[src/rtl/quad_emitter.sv]
// -----------------------------------------------------------------------------
// quad_emitter
//
// Turns single-cycle step requests into a quadrature (A/B) waveform, one edge
// per qualifying tick. Requests are queued in a signed pending counter
// (positive = up steps, negative = down steps) so opposing requests cancel.
// A started step always runs to completion in the direction latched at its
// start, and finishes back on the detent state (A,B)=11.
//
// Parameters
//   PEND_W          pending counter width; saturates at +/-(2^(PEND_W-1)-1)
//   EDGES_PER_STEP  quadrature edges per step (multiple of 4, >= 4)
//   TICKS_PER_EDGE  tick strobes needed per emitted edge (>= 1)
//
// Ports
//   clk        clock, all logic on rising edge
//   rst        asynchronous active-high reset
//   tick       single-cycle rate strobe
//   step_up    single-cycle request for one up step
//   step_down  single-cycle request for one down step
//   A, B       registered quadrature outputs, rest at 11
//   busy       high while a step is partially emitted
//   step_done  one-cycle pulse on the edge that completes a step
//   overflow   one-cycle pulse when a request is dropped on saturation
//   pending    signed count of queued steps not yet started
// -----------------------------------------------------------------------------
module quad_emitter #(
  parameter int PEND_W         = 5,
  parameter int EDGES_PER_STEP = 4,
  parameter int TICKS_PER_EDGE = 1
) (
  input  logic                     clk,
  input  logic                     rst,
  input  logic                     tick,
  input  logic                     step_up,
  input  logic                     step_down,
  output logic                     A,
  output logic                     B,
  output logic                     busy,
  output logic                     step_done,
  output logic                     overflow,
  output logic signed [PEND_W-1:0] pending
);

  localparam int TCW = (TICKS_PER_EDGE > 1) ? $clog2(TICKS_PER_EDGE) : 1;
  localparam int ELW = (EDGES_PER_STEP > 1) ? $clog2(EDGES_PER_STEP) : 1;
  localparam int PEND_MAX_I = (1 << (PEND_W - 1)) - 1;

  // Pending arithmetic is done one bit wider so the saturation test can see
  // the out-of-range result before it wraps.
  localparam logic signed [PEND_W:0] PEND_MAX = (PEND_W + 1)'(PEND_MAX_I);
  localparam logic signed [PEND_W:0] PEND_MIN = -PEND_MAX;
  localparam logic signed [PEND_W:0] PEND_ONE = (PEND_W + 1)'(1);

  localparam logic [TCW-1:0] TICK_LAST   = TCW'(TICKS_PER_EDGE - 1);
  localparam logic [ELW-1:0] EDGES_FIRST = ELW'(EDGES_PER_STEP - 1);

  typedef enum logic {
    ST_IDLE,
    ST_STEP
  } state_t;

  state_t                    state_reg, state_next;
  logic                      a_reg, a_next;
  logic                      b_reg, b_next;
  logic                      step_done_reg, step_done_next;
  logic                      overflow_reg, overflow_next;
  logic                      dir_reg, dir_next;        // 1 = down
  logic signed [PEND_W-1:0]  pending_reg, pending_next;
  logic [TCW-1:0]            tick_cnt_reg, tick_cnt_next;
  logic [ELW-1:0]            edges_left_reg, edges_left_next;

  logic                      active;
  logic                      qual;
  logic                      start;
  logic                      advance;
  logic                      emit;
  logic                      emit_down;
  logic [ELW-1:0]            el_after;
  logic                      req_up;
  logic                      req_down;
  logic signed [PEND_W:0]    pend_ext;
  logic signed [PEND_W:0]    pend_base;
  logic signed [PEND_W:0]    pend_sum;

  always_comb begin
    state_next      = state_reg;
    a_next          = a_reg;
    b_next          = b_reg;
    step_done_next  = 1'b0;
    overflow_next   = 1'b0;
    dir_next        = dir_reg;
    pending_next    = pending_reg;
    tick_cnt_next   = tick_cnt_reg;
    edges_left_next = edges_left_reg;

    // The tick divider only runs while there is work to do, so an idle
    // emitter always waits a full TICKS_PER_EDGE ticks before its first edge.
    active  = (state_reg == ST_STEP) || (pending_reg != '0);
    qual    = tick && active && (tick_cnt_reg == TICK_LAST);
    // When idle, active already implies pending is non-zero.
    start   = qual && (state_reg == ST_IDLE);
    advance = qual && (state_reg == ST_STEP);
    emit    = start || advance;

    // A new step takes its direction from the sign of the queue; a running
    // step keeps the direction it latched.
    emit_down = start ? pending_reg[PEND_W-1] : dir_reg;
    el_after  = start ? EDGES_FIRST : (edges_left_reg - ELW'(1));

    if (!active) begin
      tick_cnt_next = '0;
    end else if (qual) begin
      tick_cnt_next = '0;
    end else if (tick) begin
      tick_cnt_next = tick_cnt_reg + TCW'(1);
    end

    if (emit) begin
      if (start) begin
        dir_next = emit_down;
      end
      edges_left_next = el_after;

      // Up walks 11->01->00->10: when A==B the next up edge moves A, else B.
      // Down is the mirror image, so the choice of channel simply inverts.
      if ((a_reg == b_reg) != emit_down) begin
        a_next = ~a_reg;
      end else begin
        b_next = ~b_reg;
      end

      if ((el_after == '0) && a_next && b_next) begin
        state_next     = ST_IDLE;
        step_done_next = 1'b1;
      end else begin
        state_next     = ST_STEP;
      end
    end

    // Queue update: the start consumption is applied first, so a request
    // arriving in the same cycle as a start sees the freed slot.
    pend_ext  = {pending_reg[PEND_W-1], pending_reg};
    pend_base = pend_ext;
    if (start) begin
      pend_base = emit_down ? (pend_ext + PEND_ONE) : (pend_ext - PEND_ONE);
    end

    req_up   = step_up & ~step_down;
    req_down = step_down & ~step_up;

    pend_sum = pend_base;
    if (req_up) begin
      pend_sum = pend_base + PEND_ONE;
    end else if (req_down) begin
      pend_sum = pend_base - PEND_ONE;
    end

    if ((req_up && (pend_sum > PEND_MAX)) || (req_down && (pend_sum < PEND_MIN))) begin
      overflow_next = 1'b1;
      pending_next  = pend_base[PEND_W-1:0];
    end else begin
      pending_next  = pend_sum[PEND_W-1:0];
    end
  end

  always_ff @(posedge clk or posedge rst) begin
    if (rst) begin
      state_reg      <= ST_IDLE;
      a_reg          <= 1'b1;
      b_reg          <= 1'b1;
      step_done_reg  <= 1'b0;
      overflow_reg   <= 1'b0;
      dir_reg        <= 1'b0;
      pending_reg    <= '0;
      tick_cnt_reg   <= '0;
      edges_left_reg <= '0;
    end else begin
      state_reg      <= state_next;
      a_reg          <= a_next;
      b_reg          <= b_next;
      step_done_reg  <= step_done_next;
      overflow_reg   <= overflow_next;
      dir_reg        <= dir_next;
      pending_reg    <= pending_next;
      tick_cnt_reg   <= tick_cnt_next;
      edges_left_reg <= edges_left_next;
    end
  end

  assign A         = a_reg;
  assign B         = b_reg;
  assign busy      = (state_reg == ST_STEP);
  assign step_done = step_done_reg;
  assign overflow  = overflow_reg;
  assign pending   = pending_reg;

endmodule

[config.mk]
export PLATFORM = sky130hd
export DESIGN_NAME = quad_emitter
export DESIGN_NICKNAME = d
export VERILOG_FILES = /design/src/rtl/quad_emitter.sv
export SDC_FILE = /design/constraint.sdc
export NUM_CORES = 1
export LEC_CHECK = 0
export BUFFER_PORTS_ARGS = -buffer_cell sky130_fd_sc_hd__buf_4
export CORE_UTILIZATION = 54
export CTS_BUF_LIST = sky130_fd_sc_hd__clkbuf_4 sky130_fd_sc_hd__clkbuf_8
export CTS_CLUSTER_SIZE = 10
export DETAILED_ROUTE_END_ITERATION = 12
export HOLD_SLACK_MARGIN = 0.08
export PLACE_DENSITY = 0.78
export SYNTH_ARGS = -nofsm -noshare
export SYNTH_HDL_FRONTEND = slang
export SYNTH_SLANG_ARGS = --single-unit
[constraint.sdc]
create_clock -name clk -period 3.7 [get_ports clk]
set_input_delay 0.555 -clock clk [delete_from_list [all_inputs] [get_ports clk]]
set_output_delay 0.555 -clock clk [all_outputs]
set_load 0.03 [all_outputs]
# --- After elaboration in Yosys (flattened, before gate mapping) ---
# Cells that the tools add are included.
word_totals:
  ff_bits: 14
  in_bits: 5
  out_inout_bits: 10
classes:
  n_addsub: 6
  magnitude_cmp: 2
  eq_ne: 3
  mux: 18
  bitwise_logic: 8
  reduce_logical: 14
op_table:
  columns: ["cell", "n"]
  rows:
  - ["6-bit 2-to-1 mux", 4]
  - ["1-bit 2-to-1 mux", 12]
  - ["1-bit logical AND", 8]
  - ["5-bit by 2-bit adder with 6-bit output (second input constant)", 1]
  - ["6-bit by 2-bit adder with 6-bit output (second input constant)", 1]
  - ["6-bit by 5-bit > comparator with 1-bit output (second input constant)", 1]
  - ["6-bit by 5-bit less-than comparator with 1-bit output (second input constant)", 1]
  - ["1-bit NOT", 6]
  - ["5-bit by 2-bit subtractor with 6-bit output (second input constant)", 1]
  - ["6-bit by 2-bit subtractor with 6-bit output (second input constant)", 1]
  - ["5-bit 2-to-1 mux", 1]
  - ["5-bit nonzero test", 1]
  - ["1-bit logical OR", 3]
  - ["3-bit by 2-bit != test with 1-bit output (second input constant)", 1]
  - ["1-bit AND", 2]
  - ["2-bit zero test", 1]
  - ["2-bit 2-to-1 mux", 1]
  - ["2-bit AND reduction", 1]
  - ["2-bit by 1-bit subtractor with 2-bit output (second input constant)", 1]
  - ["1-bit adder (second input constant)", 1]
  - ["1-bit equality test", 1]
  - ["1-bit != test", 1]

# --- Longest topological paths before layout ---
# Gate-level depths: netlist of run 1.
logic_depth:
  ltp_word: 15
  mapped_depth: 16
  ltp_nobuf: 15

# --- Least setup slack after synthesis of run 1 ---
# OpenSTA, ideal clock, no wires.
synth_path:
  path_kind: "register to register"
  from: "reg pending_reg[0], in the netlist pending[0]"
  to: "reg pending_reg[3], in the netlist pending[3]"
  setup_time_ns: 0.139
  t_arrival_ns: 3.877
  required_ns: 3.561
  path_slack_ns: -0.316
  path_stages_with_launch: 17
  path_cell_list: "dfrtp_1 > clkbuf_1 > or4_1 > o21ai_1 > a22oi_1 > xor2_1 > ha_1 > a22oi_1 > inv_1 > ha_1 > nand2_1 > and2_1 > nor3_1 > a311o_1 > a311oi_2 > o221ai_1 > xnor2_1"
synth_via:
  elab_chain_cells: 15
synth_rtl:
  columns: ["item", "line", "rtl"]
  rows:
  - ["start: declaration", "69", "logic signed [PEND_W-1:0] pending_reg, pending_next;"]
  - ["start signal: assignment", "185", "pending_reg <= pending_next;"]
  - ["5-bit nonzero test", "99", "active = (state_reg == ST_STEP) || (pending_reg != '0);"]
  - ["1-bit logical OR", "99", null]
  - ["1-bit logical AND (2 in a row)", "100", "qual = tick && active && (tick_cnt_reg == TICK_LAST);"]
  - ["1-bit logical AND", "102", "start = qual && (state_reg == ST_IDLE);"]
  - ["1-bit 2-to-1 mux", "108", "emit_down = start ? pending_reg[PEND_W-1] : dir_reg;"]
  - ["6-bit 2-to-1 mux", "146", "pend_base = emit_down ? (pend_ext + PEND_ONE) : (pend_ext - PEND_ONE);"]
  - ["6-bit 2-to-1 mux (*)", "145", "if (start) begin"]
  - ["6-bit by 2-bit subtractor with 6-bit output", "156", "pend_sum = pend_base - PEND_ONE;"]
  - ["6-bit 2-to-1 mux", "155", "end else if (req_down) begin"]
  - ["6-bit 2-to-1 mux", "153", "if (req_up) begin"]
  - ["6-bit by 5-bit > comparator with 1-bit output or 6-bit by 5-bit less-than comparator with 1-bit output (tied branches)", "159", "if ((req_up && (pend_sum > PEND_MAX)) || (req_down && (pend_sum < PEND_MIN))) begin"]
  - ["1-bit logical AND", "159", null]
  - ["1-bit logical OR", "159", null]
  - ["5-bit 2-to-1 mux (*)", "159", null]
  - ["named net pending_next[3]", "69", null]
# Mark *: on every way through the listed nets, which the timed path passes. The rest lies on a longest branch.
# A chain may end at the register's enable or synchronous reset.

# --- Worst setup path in the final report of run 1 ---
layout_path:
  from: "reg pending_reg[0], in the netlist pending[0]"
  to: "reg pending_reg[0], in the netlist pending[0]"
# The elaborated chain is that of the path after synthesis.

==> qor.yml, run 1 <==
finClkSkew_ns: 0.0111
start_kind: "register"
fin_nets: 187
register_area_sq_um: 357
grt_max_degree: 15
worstPathRequired_ns: 3.87
hold_path.class: "primary input to async pin"
fin_ws_ns: -0.0687
overflow: 0
routed_via_density: 6.50
rows: 16
total_power_uw: 1460
finalHoldViolCount: 0
cp_max_fo: 5
status: "finished, violations left"
h-tree-depth: 1
timing.setup.tns_ns: -0.182
synth_cell_types: 56
cts_tree: "done"
ant_nets: 0
port_buffers: 14
max_freq_mhz: 265
crit_path_start: "pending[0]$_DFF_PP0_"
start_util_pct: 58.9
dr.pass1.iters: 4
clkTransAtPathRegs_ns: 0.09
drt-initial-drc-count: 60
r2r-start: "pending[0]$_DFF_PP0_"
globalplace.congestion: 0.918
cp.arrival_ns: 3.94
fillers: 146
synth_seq_cells: 14
fin_area_sq_um: 1580
placed_cell_area_sq_um: 1430
powerDensity_nw_per_um2: 924
diodes: 0
root_buffer: "clkbuf_4"
clkSinkCount: 14
fp.dieW_um: 48.7
synth_edf_count: 0
syn_to_final_growth_pct: 34.3
hpwl_um: 2300
slew_violations: 0
rr_endpoint: "pending[0]$_DFF_PP0_"
rsz0062_at_grt: "true"
synthFlopType: "dfrtp_1"
core_sq_um: 2000
die_area_sq_um: 2370
drive_gt1_share_pct: 38.2
vdd_drop_max_uv: 639
period_minus_slack_ns: 3.77
die_y_um: 48.7
p_leak_uw: 0.000652
vias: 1333
grt_pass1_vias: 1147
crit_type: "register to register"
insertion_delay_ns: 0.28
yosysWarnings: 0
clk_path_buf_depth: 2
relSlewSlack_pct: 44.5
grt_pass1_wl_um: 5060
setup_viol: 4
largest_register_ffs: 5
async_flop_share_pct: 100
ff2ff_setup_slack_ns: -0.07
seq_area_frac_synth_pct: 29.9
failed_checks: "setup timing"
drc: 0
crit_end: "pending[0]$_DFF_PP0_"
cap_violations: 0
multi_input_area_sq_um: 871
syn_avg_cell_area_sq_um: 8.24
fin_crit_sh_pct: 102
routedWlPerCell_um: 16.3
cts_hold_buf: 0
endpoint_kind: "register"
grt_usage_pct: 27.4
synth_nets: 151
r2r_cells: 17
netlist_area_sq_um: 1180
routed_wl_um: 3340
cts_buffers: 3
max_slew.worst_pin.slew_ns: 0.831
ios: 15
synth_cells: 143
antenna_found_initial: 0
-- how the worst min path moves through the flow --
stage	startpoint	end	cells past startpoint
after floorplan	rst	dir_reg$_DFFE_PP0P_	1
after global placement	edges_left_reg[1]$_DFFE_PP0P_	step_done$_DFF_PP0_	1
after detailed placement	edges_left_reg[1]$_DFFE_PP0P_	step_done$_DFF_PP0_	1
after CTS	rst	edges_left_reg[0]$_DFFE_PP0P_	2
after global routing	rst	pending[1]$_DFF_PP0_	2
final	rst	pending[3]$_DFF_PP0_	2
-- cells by family (layout without fill, tap and decap cells) --
group | Yosys count | count (layout) | share of synthesized area (%)
xor+xnor | 6 | 6 | 4.46
mux | 2 | 2 | 1.80
compound gates | 44 | 44 | 28.6
fa+ha+maj | 3 | 3 | 3.19
flops | 14 | 14 | 29.9
buf+inv | 11 | 46 | 3.93
simple gates | 63 | 63 | 28.1
-- metal layers --
layer | GRT usage (%) | up-vias | wire length [um]
met5 | 0 | - | 0
met4 | 5.39 | 0 | 44
met3 | 5.03 | 6 | 231
met2 | 44.7 | 67 | 1560
met1 | 37.9 | 644 | 1500
li1 | - | 616 | -
-- report_power, final --
part / total [uW] / internal (uW) / switching (uW)
Sequential: 273 / 226 / 46.6
Combinational: 1090 / 473 / 619
Clock: 97.5 / 49.1 / 48.4
Total: 1460 / 749 / 714
-- Yosys cell counts (3+ instances only) --
| cell type | instances | area (sq um) |
|---|---|---|
| a21oi_1 | 7 | 35.0 |
| a22oi_1 | 3 | 22.5 |
| a31oi_1 | 5 | 31.3 |
| dfrtp_1 | 12 | 300 |
| ha_1 | 3 | 37.5 |
| inv_1 | 7 | 26.3 |
| nand2_1 | 18 | 67.6 |
| nand4_1 | 3 | 18.8 |
| nor2_1 | 12 | 45.0 |
| nor3_1 | 6 | 30.0 |
| nor3b_1 | 3 | 22.5 |
| o21ai_1 | 3 | 15.0 |
| o221ai_1 | 3 | 26.3 |
| xnor2_1 | 5 | 43.8 |
-- final cells by class --
| cell class | count | area share [%] |
|---|---|---|
| Clock buffer | 4 | 1.90 |
| Inverter | 7 | 1.82 |
| Multi-Input combinational cell | 118 | 55.0 |
| Sequential cell | 14 | 22.5 |
| Tap cell | 27 | 2.13 |
| Timing Repair Buffer | 35 | 16.6 |
-- per-stage QoR --
step           hold WS (ns)  util (%)  instances  worst slack (ns)
6_report              0.304      79.1        205           -0.0687
5_1_grt               0.339      79.1        205            -0.202
2_1_floorplan         0.443         -        143           -0.0169
3_5_place_dp          0.497      71.4        194           -0.0229
3_3_place_gp          0.483      71.4        194             0.117
4_1_cts               0.323      73.4        198            0.0150
-- cell usage in the layout, fill, tap and decap left out, types with 2 or more instances in the layout --
| cell | count |
|---|---|
| nor3_1 | 5 |
| o22ai_1 | 2 |
| o221ai_2 | 2 |
| buf_4 | 35 |
| a22oi_2 | 2 |
| nor3b_1 | 3 |
| nor2b_1 | 2 |
| a31oi_1 | 5 |
| o21ai_1 | 2 |
| and3_1 | 2 |
| dfrtp_1 | 9 |
| dfstp_2 | 2 |
| inv_1 | 6 |
| o21ai_0 | 2 |
| clkbuf_4 | 4 |
| o211ai_1 | 2 |
| nand2b_1 | 2 |
| xnor2_1 | 5 |
| nand4_1 | 3 |
| nand2_1 | 17 |
| nor2_2 | 2 |
| a21oi_1 | 6 |
| nor2_1 | 11 |
| nand3_1 | 2 |
| dfrtp_2 | 3 |
-- worst max-delay path, cell delays in order, from the launching register on --
cell and delay [ns]:
dfrtp_2 0.41, or4_4 0.56, o21ai_4 0.16, a22oi_2 0.08, xor2_1 0.17, ha_1 0.32, a22oi_2 0.19, buf_4 0.16
inv_4 0.04, ha_4 0.15, nand2_2 0.06, and2_4 0.17, nor3_2 0.04, a311o_1 0.35, a311oi_4 0.31, buf_4 0.16
o221ai_2 0.10, xnor2_1 0.23
-- what timing repair did --
action / in CTS / in global routing
resized for setup: 1 / 13
endpoints found under the setup margin: 2 / 5
pin swaps: 1 / 16
cloned: 0 / 0
buffers inserted: 0 / 7
(Power assumes the default switching activity.)
==> run 2: changes to the inputs <==
--- a/config.mk
+++ b/config.mk
@@ -12,6 +12,7 @@
 export DETAILED_ROUTE_END_ITERATION = 12
 export HOLD_SLACK_MARGIN = 0.08
 export PLACE_DENSITY = 0.78
+export RECOVER_POWER = 25
 export SYNTH_ARGS = -nofsm -noshare
 export SYNTH_HDL_FRONTEND = slang
 export SYNTH_SLANG_ARGS = --single-unit
==> run 2 against run 1 <==
Clock power hardly changed. Register-to-register slack hardly changed. Largest cell class unchanged. Critical path type unchanged. Count of clock-buffer cells in the layout is the same. Critical path depth stayed put. Combinational power barely moved. The flow still finishes with violations (setup timing). Largest power group unchanged.
==> qor.yml, run 2 (same netlist as run 1, synthesis figures left out) <==
core_sq_um: 2000  # unchanged
worstPathRequired_ns: 3.87  # about the same
grt_max_degree: 15  # unchanged
status: "finished, violations left"
p_int_uw: 748  # about the same
antenna_found_initial: 0  # unchanged
power_switching_uw: 713  # -0.11%
slew_violations: 0  # unchanged
endpoint_kind: "register"
p_leak_uw: 0.000652  # about the same
crit_path_start: "pending[0]$_DFF_PP0_"
final_cell_mix: "buf_4, nand2_1, nor2_1"
ant_nets: 0  # unchanged
globalplace.congestion: 0.918  # unchanged
hold_path.class: "primary input to async pin"
routedWlPerCell_um: 16.2  # -0.24%
h-tree-depth: 1  # unchanged
syn_to_final_growth_pct: 34.3  # unchanged
clkPwrFrac_pct: 6.7  # about the same
dr.pass1.iters: 4  # unchanged
crit_type: "register to register"
cts_tree: "done"
busiest_layer: "met2"
routed_wl_um: 3330  # -0.24%
period_minus_slack_ns: 3.77  # -0.00112 ns
fin_nets: 187  # unchanged
use_met2_pct: 44.7  # unchanged
max_slew.worst_pin.slew_ns: 0.831  # unchanged
vias: 1333  # unchanged
grt_pass1_vias: 1147  # unchanged
port_buffers: 14  # unchanged
p_seq_share_pct: 18.6  # about the same
clkTransAtPathRegs_ns: 0.09  # about the same
hold_ws_ns: 0.306  # +0.00206 ns
die_y_um: 48.7  # unchanged
max_freq_mhz: 265  # about the same
largest_register_ffs: 5  # unchanged
vdd_drop_max_uv: 639  # about the same
rows: 16  # unchanged
insertion_delay_ns: 0.28  # about the same
overflow: 0  # unchanged
finClkSkew_ns: 0.0109  # -0.000176 ns
met1_usage_pct: 37.9  # unchanged
cp.arrival_ns: 3.94  # about the same
final_common_cell: "buf_4"
drive_gt1_share_pct: 38.2  # unchanged
start_util_pct: 58.9  # unchanged
routed_via_density: 6.50  # unchanged
fp.dieW_um: 48.7  # unchanged
start_kind: "register"
failed_checks: "setup timing"
r2r-start: "pending[0]$_DFF_PP0_"
relSlewSlack_pct: 44.5  # unchanged
switching_share_pct: 48.8  # about the same
powerDensity_nw_per_um2: 923  # about the same
clk_path_buf_depth: 2  # unchanged
grt_pass1_wl_um: 5060  # unchanged
grt_usage_pct: 27.4  # unchanged
grt_use_met3_pct: 5.03  # unchanged
cts_buffers: 3  # unchanged
drt-initial-drc-count: 60  # unchanged
cts_hold_buf: 0  # unchanged
timing.setup.tns_ns: -0.178  # +0.00378 ns
root_buffer: "clkbuf_4"
finalHoldViolCount: 0  # unchanged
drc: 0  # unchanged
die_area_sq_um: 2370  # unchanged
cp_max_fo: 5  # unchanged
ios: 15  # unchanged
diodes: 0  # unchanged
cap_violations: 0  # unchanged
fin_ws_ns: -0.0675  # +0.00112 ns
p_comb_share_pct: 74.7  # about the same
setup_viol: 4  # unchanged
rsz0062_at_grt: "true"
fin_crit_sh_pct: 102  # about the same
hpwl_um: 2300  # unchanged
clkSinkCount: 14  # unchanged
run 2: cell count changes in the layout (fill, tap and decap cells not counted):
cell      previous run  this run
buf_4               35        34
clkbuf_4             4         5
run 2: path summary, 6_finish.rpt:
path / to / slack [ns] / cells past startpoint
min in group clk: tick_cnt_reg$_DFFE_PP0P_ / 0.46 / 2
max in group asynchronous: pending[0]$_DFF_PP0_ / 3.01 / 2
max reg2reg: pending[0]$_DFF_PP0_ / -0.07 / 17
max: pending[0]$_DFF_PP0_ / -0.07 / 17
min reg2reg: step_done$_DFF_PP0_ / 0.50 / 1
min: pending[3]$_DFF_PP0_ / 0.31 / 2
run 2: area by class of cell:
type                    instances  area [sq um]
clock buffers                   4          30.0
fillers                       146           419
inverters                       7          28.8
multi-input cells             118           871
flip-flops and latches         14           357
well taps                      27          33.8
repair buffers                 35           263
run 2: critical path: stages, from the launching register on:
cell	delay (ns)
dfrtp_2	0.41
or4_4	0.56
o21ai_4	0.16
a22oi_2	0.08
xor2_1	0.17
ha_1	0.32
a22oi_2	0.19
buf_4	0.16
inv_4	0.04
ha_4	0.15
nand2_2	0.06
and2_4	0.17
nor3_2	0.04
a311o_1	0.35
a311oi_4	0.31
buf_4	0.16
o221ai_2	0.10
xnor2_1	0.23
run 2: metal layers:
layer | vias up | wire (um)
li1 | 617 | -
met3 | 6 | 222
met1 | 647 | 1500
met2 | 63 | 1560
met5 | - | 0
met4 | 0 | 44
run 2: power groups by stage:
stage	combinational [uW]	sequential, uW	clock (uW)
2_1_floorplan	534	382	0
3_3_place_gp	900	271	0
3_5_place_dp	926	274	0
4_1_cts	943	271	99.1
5_1_grt	1180	281	107
6_report	1090	272	97.4
run 2: metrics by stage:
| stage | area, sq um | instances | power, uW | setup WS (ns) | utilization (%) |
|---|---|---|---|---|---|
| after floorplan | 1210 | 143 | 916 | -0.0169 | - |
| after global placement | 1430 | 194 | 1170 | 0.117 | 71.4 |
| after detailed placement | 1430 | 194 | 1200 | -0.0229 | 71.4 |
| after CTS | 1470 | 198 | 1310 | 0.0150 | 73.4 |
| after global routing | 1580 | 205 | 1560 | -0.202 | 79.1 |
| final | 1580 | 205 | 1460 | -0.0675 | 79.1 |
run 2: timing repair:
action | CTS | global route
pin swaps | 1 | 16
setup buffers | 0 | 7
gates resized for setup | 1 | 13
setup endpoints to repair | 2 | 5
hold endpoints to repair | 0 | 0
==> run 3: changes to the inputs <==
--- a/config.mk
+++ b/config.mk
@@ -11,8 +11,10 @@
 export CTS_CLUSTER_SIZE = 10
 export DETAILED_ROUTE_END_ITERATION = 12
 export HOLD_SLACK_MARGIN = 0.08
-export PLACE_DENSITY = 0.78
+export PLACE_DENSITY = 0.86
 export RECOVER_POWER = 25
+export SLEW_MARGIN = 20
 export SYNTH_ARGS = -nofsm -noshare
 export SYNTH_HDL_FRONTEND = slang
 export SYNTH_SLANG_ARGS = --single-unit
+export TNS_END_PERCENT = 100
==> run 3 against run 2 <==
The run now ends clean. Core utilization grew 1.7 points. Critical path type unchanged. Wire length grew 8.5%. Non-clock buffer count shrank 1. Register-to-register slack gained 0.07 ns. Final area grew 2.2%. Clock power grew 9.9%. Global-route usage grew 0.59 points. Die area is the same. Clock skew shrank 0.0088 ns. Critical path depth shrank 2. First-iteration DRC count grew 3.3%. Power grew 3.1%. Highest routed layer unchanged.
==> qor.yml, run 3 (same netlist as run 1, synthesis figures left out) <==
status: "completed"
rows: 16  # unchanged
die_area_sq_um: 2370  # unchanged
fin_area_sq_um: 1620  # +2.2%
placed_cell_area_sq_um: 1410  # -1.6%
vias: 1355  # +1.7%
grt_max_degree: 15  # unchanged
p_seq_share_pct: 18.9  # +0.3 points
clkTransAtPathRegs_ns: 0.08  # about the same
dr.pass1.iters: 4  # unchanged
endpoint_kind: "register"
ant_nets: 0  # unchanged
worstPathRequired_ns: 3.86  # about the same
cp_max_fo: 5  # unchanged
drive_gt1_share_pct: 41.2  # +3.0 points
max_freq_mhz: 271  # +1.9%
start_util_pct: 58.9  # unchanged
antenna_found_initial: 0  # unchanged
port_buffers: 14  # unchanged
r2r-start: "pending[0]$_DFF_PP0_"
cts_tree: "done"
fin_nets: 186  # -0.53%
p_int_uw: 766  # +2.3%
stdcell_count: 204  # -0.49%
grt_pass1_wl_um: 5130  # +1.4%
power_switching_uw: 741  # +4.0%
finClkSkew_ns: 0.00220  # -0.00875 ns
p_leak_uw: 0.000652  # about the same
rsz0062_at_grt: "true"
final_common_cell: "buf_4"
core_sq_um: 2000  # unchanged
die_y_um: 48.7  # unchanged
h-tree-depth: 1  # unchanged
relSlewSlack_pct: 39.7  # -4.8 points
switching_share_pct: 49.2  # +0.40 points
setup_viol: 0  # -4
timing.setup.tns_ns: 0  # +0.178 ns
drc: 0  # unchanged
routed_via_density: 6.64  # +2.1%
largest_register_ffs: 5  # unchanged
ff2ff_setup_slack_ns: 0.004  # +0.07 ns
period_minus_slack_ns: 3.70  # -0.0717 ns
place_inst: 191  # -1.5%
drt-initial-drc-count: 62  # +3.3%
fin_crit_sh_pct: 99.9  # -1.9 points
rr_endpoint: "pending[2]$_DFF_PP0_"
syn_to_final_growth_pct: 37.3
r2r_cells: 15  # -2
clk_path_buf_depth: 2  # unchanged
grt_usage_pct: 28.0  # +0.59 points
vdd_drop_max_uv: 653  # +2.1%
grt_pass1_vias: 1134  # -1.1%
clkPwrFrac_pct: 7.1  # +0.4 points
hpwl_um: 2300  # +0.21%
total_power_uw: 1510  # +3.1%
root_buffer: "clkbuf_4"
clkSinkCount: 14  # unchanged
fp.dieW_um: 48.7  # unchanged
overflow: 0  # unchanged
p_comb_share_pct: 74.0  # -0.7 points
cts_buffers: 3  # unchanged
slew_violations: 0  # unchanged
finalHoldViolCount: 0  # unchanged
crit_type: "register to register"
powerDensity_nw_per_um2: 932  # +0.91%
start_kind: "register"
cp.arrival_ns: 3.85  # -0.09 ns
ios: 15  # unchanged
cap_violations: 0  # unchanged
routedWlPerCell_um: 17.7  # +9.1%
hold_path.class: "primary input to async pin"
globalplace.congestion: 0.950  # +3.5%
max_slew.worst_pin.slew_ns: 0.903  # +0.0723 ns
final_cell_mix: "buf_4, nand2_1, nor2_1"
routed_wl_um: 3610  # +8.5%
insertion_delay_ns: 0.27  # about the same
diodes: 0  # unchanged
## run 3: changes by cell type in the layout (fill, tap and decap cells not counted), sizes merged
cell,before,now
buf,34,33
## run 3: layout make-up
type	instances	area, sq um
Multi-Input combinational cell	118	906
Fill cell	137	384
Sequential cell	14	357
Timing Repair Buffer	34	259
Clock buffer	4	36.3
Tap cell	27	33.8
Inverter	7	26.3
## run 3: what timing repair did
action                     CTS  global route
hold buffers                 0             0
buffers inserted             0             9
setup endpoints to repair    0             5
gates resized for setup      0            22
## run 3: stage by stage
stage	setup WS [ns]	hold WS, ns	util (%)
after floorplan	-0.0169	0.443	-
after global placement	0.128	0.482	70.3
after detailed placement	0.0371	0.499	70.3
after CTS	0.0132	0.308	72.1
after global routing	-0.126	0.351	80.8
final	0.00415	0.302	80.8
## run 3: worst max-delay path by stage
stage	slack, ns	start	end
after global placement	0.13	busy$_DFFE_PP0P_	pending[3]$_DFF_PP0_
after CTS	0.01	busy$_DFFE_PP0P_	pending[3]$_DFF_PP0_
after global routing	-0.13	pending[0]$_DFF_PP0_	pending[0]$_DFF_PP0_
after detailed placement	0.04	tick	pending[3]$_DFF_PP0_
final	0.004	pending[0]$_DFF_PP0_	pending[2]$_DFF_PP0_
after floorplan	-0.02	pending[0]$_DFF_PP0_	pending[3]$_DFF_PP0_
## run 3: routing by layer
layer  routed length, um  global-route usage [%]  up-vias
li1                    -                       -      614
met1                1500                    38.9      635
met2                1690                    44.0       94
met3                 356                    4.09       12
met4                  69                    10.3        0
met5                   0                       0        -
## run 3: power by group through the flow
stage	clock network, uW	registers [uW]	logic (uW)
finish	107	284	1120
global route	116	291	1200
CTS	111	280	899
detailed placement	0	283	894
global placement	0	279	878
floorplan	0	382	534
## run 3: worst max-delay path, cell delays in order (launching register included)
cell,delay (ns)
dfrtp_2,0.41
or4_4,0.56
o21ai_4,0.15
a22oi_2,0.08
xor2_1,0.17
ha_2,0.30
a22oi_2,0.23
inv_2,0.10
ha_4,0.18
nand2_2,0.06
and2_4,0.18
nor3_2,0.04
a311o_1,0.36
a311oi_4,0.41
o211ai_1,0.18
xnor2_1,0.16
